<file path="config.mk">
export PLATFORM = sky130hd
export DESIGN_NAME = bach_avl_sched
export DESIGN_NICKNAME = d
export VERILOG_FILES = /design/src/rtl/bach_avl_sched.sv
export SDC_FILE = /design/constraint.sdc
export NUM_CORES = 1
export LEC_CHECK = 0
export ABC_AREA = 1
export CORE_MARGIN = 4
export CORE_UTILIZATION = 61
export DETAILED_ROUTE_END_ITERATION = 6
export GPL_TIMING_DRIVEN = 0
export PLACE_DENSITY_LB_ADDON = 0.15
export SLEW_MARGIN = 15
export SYNTH_ARGS = -nofsm -noshare
export SYNTH_HDL_FRONTEND = slang
export SYNTH_SLANG_ARGS = --single-unit
</file>
<file path="constraint.sdc">
create_clock -name Clk -period 8.66 [get_ports Clk]
set_clock_uncertainty 0.2 [all_clocks]
set_input_delay 2.598 -clock Clk [delete_from_list [all_inputs] [get_ports Clk]]
set_output_delay 2.598 -clock Clk [all_outputs]
set_load 0.05 [all_outputs]
</file>
<file path="src/rtl/bach_avl_sched.sv">
// Three-agent Avalon-MM scheduler: round-robin grant of write bursts and read commands,
// plus a tag FIFO that steers returning read beats. Optional macro: BACH_SCHED_PRIO0_EN.
module bach_avl_sched #(
  parameter int RD_DEPTH = 4
) (
  input  logic       Clk,
  input  logic       Rst,
  input  logic [2:0] req,
  input  logic [2:0] req_rd,
  input  logic [8:0] req_bcnt,
  input  logic       di_AvlWaitRequest,
  input  logic       di_AvlReadDataValid,
  output logic [2:0] grant,
  output logic [2:0] rd_route,
  output logic       rd_full,
  output logic       rd_empty,
  output logic       err_unexp_rdv
);
  localparam int PW = $clog2(RD_DEPTH);

  typedef enum logic [1:0] {IDLE, WR_BURST, RD_CMD} state_e;

  state_e        state_q;
  logic [2:0]    grant_q;
  logic [1:0]    owner_q;
  logic [1:0]    last_q;
  logic [2:0]    beats_q;
  logic          err_q;

  logic [PW-1:0] rptr_q, wptr_q;
  logic [PW:0]   cnt_q;
  logic [1:0]    tag_agent_q [RD_DEPTH];
  logic [2:0]    tag_beats_q [RD_DEPTH];

  logic [2:0]    elig, rr_mask, sel_bcnt, sel_beats;
  logic [1:0]    cand, pick_idx;
  logic          pick_vld;
  logic          wr_accept, rd_push, rd_beat, rd_pop;

  assign rd_empty = (cnt_q == '0);
  assign rd_full  = (cnt_q == (PW+1)'(RD_DEPTH));

  // Reads are held back while the tag FIFO is full, so a push never meets a full FIFO.
  always_comb begin
    elig = req & ~(req_rd & {3{rd_full}});
`ifdef BACH_SCHED_PRIO0_EN
    rr_mask = elig[0] ? 3'b001 : (elig & 3'b110);
`else
    rr_mask = elig;
`endif
    pick_vld = 1'b0;
    pick_idx = 2'd0;
    cand     = 2'd0;
    for (int k = 1; k <= 3; k++) begin
      cand = 2'((int'(last_q) + k) % 3);
      if (!pick_vld && rr_mask[cand]) begin
        pick_vld = 1'b1;
        pick_idx = cand;
      end
    end
    case (pick_idx)
      2'd0:    sel_bcnt = req_bcnt[2:0];
      2'd1:    sel_bcnt = req_bcnt[5:3];
      default: sel_bcnt = req_bcnt[8:6];
    endcase
    sel_beats = (sel_bcnt == 3'd0) ? 3'd1 : sel_bcnt;
  end

  assign wr_accept = (state_q == WR_BURST) && req[owner_q] && !di_AvlWaitRequest;
  assign rd_push   = (state_q == RD_CMD) && !di_AvlWaitRequest;

  // NOTE: sequential state uses non-blocking assignments so every register samples pre-edge values.
  always_ff @(posedge Clk or posedge Rst) begin
    if (Rst) begin
      state_q <= IDLE;
      grant_q <= '0;
      owner_q <= '0;
      last_q  <= 2'd2;
      beats_q <= '0;
    end else begin
      case (state_q)
        IDLE: begin
          if (pick_vld) begin
            grant_q <= 3'b001 << pick_idx;
            owner_q <= pick_idx;
            beats_q <= sel_beats;
            state_q <= req_rd[pick_idx] ? RD_CMD : WR_BURST;
          end
        end
        WR_BURST: begin
          if (wr_accept) begin
            if (beats_q == 3'd1) begin
              grant_q <= '0;
              last_q  <= owner_q;
              state_q <= IDLE;
            end else begin
              beats_q <= beats_q - 3'd1;
            end
          end
        end
        RD_CMD: begin
          if (rd_push) begin
            grant_q <= '0;
            last_q  <= owner_q;
            state_q <= IDLE;
          end
        end
        default: state_q <= IDLE;
      endcase
    end
  end

  assign rd_beat = di_AvlReadDataValid && !rd_empty;
  assign rd_pop  = rd_beat && (tag_beats_q[rptr_q] == 3'd1);

  // Depth is a power of two, so pointer increments wrap modulo RD_DEPTH naturally.
  always_ff @(posedge Clk or posedge Rst) begin
    if (Rst) begin
      rptr_q <= '0;
      wptr_q <= '0;
      cnt_q  <= '0;
      err_q  <= 1'b0;
    end else begin
      if (rd_push) wptr_q <= wptr_q + PW'(1);
      if (rd_pop)  rptr_q <= rptr_q + PW'(1);
      case ({rd_push, rd_pop})
        2'b10:   cnt_q <= cnt_q + (PW+1)'(1);
        2'b01:   cnt_q <= cnt_q - (PW+1)'(1);
        default: cnt_q <= cnt_q;
      endcase
      err_q <= di_AvlReadDataValid && rd_empty;
    end
  end

  // NOTE: tag storage has no reset; entries are only read between valid pointers.
  always_ff @(posedge Clk) begin
    if (rd_push) begin
      tag_agent_q[wptr_q] <= owner_q;
      tag_beats_q[wptr_q] <= beats_q;
    end
    if (rd_beat && !rd_pop) tag_beats_q[rptr_q] <= tag_beats_q[rptr_q] - 3'd1;
  end

  assign grant         = grant_q;
  assign rd_route      = rd_empty ? 3'b000 : (3'b001 << tag_agent_q[rptr_q]);
  assign err_unexp_rdv = err_q;

endmodule

</file>
==> results.ini <==
[synth]
yosysMostFrequentCell=nand2_1
synth_nets=345
syn_area_per_cell_um2=8.455
synth_seq_area_share_pct=42.75
synth_top_area_share_pct=23.29
yosys_warnings=0
yosysTopAreaCell=edfxtp_1
synth_edf_count=20
synthFlopType=edfxtp_1
synth_area_leaders=edfxtp_1 (23%), dfrtp_1 (18%), nand2_1 (10%)
synth_area_um2=2579
syn_inst=305
ys_top_cells_by_count=nand2_1 (69), inv_1 (43), o21ai_0 (26)
async_reset_ff_share_pct=50.00
ys_types=31
synth-seq-cells=40

[floorplan]
die_y_um=73.02
core_area_um2=4058
row_count=23
ios=28
die_w_um=73.02
start_util_pct=63.55
die_area_um2=5332

[clock_network]
cts_tree=done
cts.sinks=40
clockBufferDepth=2
h-tree-depth=2
postCtsHoldBufs=0
cts_made_buffers=5
cts_resized=0
post_cts_buffers=0
root_buffer=clkbuf_8
clock_latency_ns=0.29
cts.clk_slew.worst_paths_ns=0.08

[sta]
rsz0062_at_grt=no
slew-limit-headroom_pct=47.93
tightest_slew_ns=0.7803
fmax_mhz=181.8
hold_violations=0
final.min_clock_period_ns=5.501
drv_slew=0
holdWs_ns=0.3116
setup_viol=0
fin_setup_tns_ns=0
timing.final.crit_share_pct=63.52

[run_status]
outcome=completed

[placement]
placed_area_um2=2912
gp_congestion=0.8978
portBuffers=27
dp_hpwl_um=4051

[worst_hold_path]
holdCritPathClass=flip-flop to flip-flop
min_path_cells=2

[grt]
gr-usage-all-layers_pct=21.34
grt_max_degree=21
grt_pass1_vias=2023
grt_pass1_wl_um=8901
overflow=0
antenna_found_initial=0

[final_layout]
final.fill_count=313
post-route-util_pct=74.41
drive_above_1_share_pct=9.118
seqCellArea_um2=1102
area_growth_pct=17.08
multi_input_area_um2=1286
fin_area_um2=3019
diodes=0
num-nets-final=379

[setup_path]
ff2ff_path_depth=13
cp.required_ns=5.86
endpoint_kind=primary output
cp.arrival_ns=2.70
critical_path.max_fanout=11
start_kind=flip-flop
path_class=flip-flop to primary output

[job]
cap_violations=0

[pwr]
ir_worst_vdd_mv=0.2281
fin_total_pwr_mw=1.210
powerDensity_nw_per_um2=400.8
p_leak_nw=1.383

[drt]
vias_per_cell=5.251
wl_um=5186
wl_per_cell_um=13.30
first_iter_violations=106
first_pass_iters=4
vias=2048
drcViolationCount=0
postRouteAntennaNets=0

[state kept, by name (all words and copies together), names as in the netlist]
signal,flops
last_q,2
err_unexp_rdv,1
grant,3
state_q,2
owner_q,2
wptr_q,2
cnt_q,3
rptr_q,2
tag_agent_q,8
beats_q,3
tag_beats_q,12
[worst max-delay path, stage by stage, from the launching register on]
cell             delay (ns)
dfrtp_1                0.45
inv_1                  0.10
clkbuf_1               0.39
nand2_1                0.12
a32oi_1                0.35
inv_1                  0.07
nor2_1                 0.12
clkdlybuf4s50_1        0.82
[cell usage in the layout, fill, tap and decap left out, types with 2 or more instances in the layout]
cell	n
clkbuf_8	5
xnor2_1	3
xor2_1	3
a21oi_1	18
inv_2	2
ha_1	20
nand3_2	6
o21ai_1	3
clkdlybuf4s50_1	27
nor3_1	4
nand3_1	21
edfxtp_1	20
clkbuf_1	5
inv_1	43
a32o_1	3
o21ai_0	26
nor2_2	4
a32oi_1	2
dfrtp_1	19
nor2_4	3
nor2_1	20
nand2_1	69
nand2_4	2
[power breakdown]
group	switching, mW	internal, mW
sequential	0.0540	0.284
combinational	0.473	0.250
clock	0.0635	0.0855
[cells by family after synthesis]
kind of cell,share of synthesized area [%]
flops,42.75
simple gates,24.31
compound gates,13.05
xor+xnor,2.038
fa+ha+maj,10.48
buf+inv,7.375
[per-layer routing]
metal  routed length [um]  GRT usage (%)
met4                   76          6.557
met3                  215          3.994
met5                    0              0
met2                 2652          37.54
met1                 2242          26.31
[layout make-up]
type | instances | share of cell area, %
Buffer | 4 | 0.4973
Clock buffer | 6 | 2.404
Clock inverter | 2 | 1.160
Inverter | 46 | 5.802
Multi-Input combinational cell | 215 | 42.60
Sequential cell | 40 | 36.51
Tap cell | 50 | 2.072
Timing Repair Buffer | 27 | 8.951
[per-stage QoR]
step                cells  setup slack [ns]
floorplan             305             3.749
global placement      382             3.638
detailed placement    382             3.482
CTS                   390             3.144
global route          390             3.023
finish                390             3.159
[path summary, 6_finish.rpt]
path / slack, ns / endpoint / from
max in group asynchronous: 5.22 / grant[1] / Rst
min in group asynchronous: 2.54 / cnt_q[1] / Rst
worst min register to register: 0.31 / last_q[1] / last_q[1]
worst min-delay path: 0.31 / last_q[1] / last_q[1]
worst max register to register: 4.94 / cnt_q[2] / rptr_q[0]
worst max-delay path: 3.16 / rd_route[2] / rptr_q[0]
No activity file was read; power rests on OpenSTA's default activity.
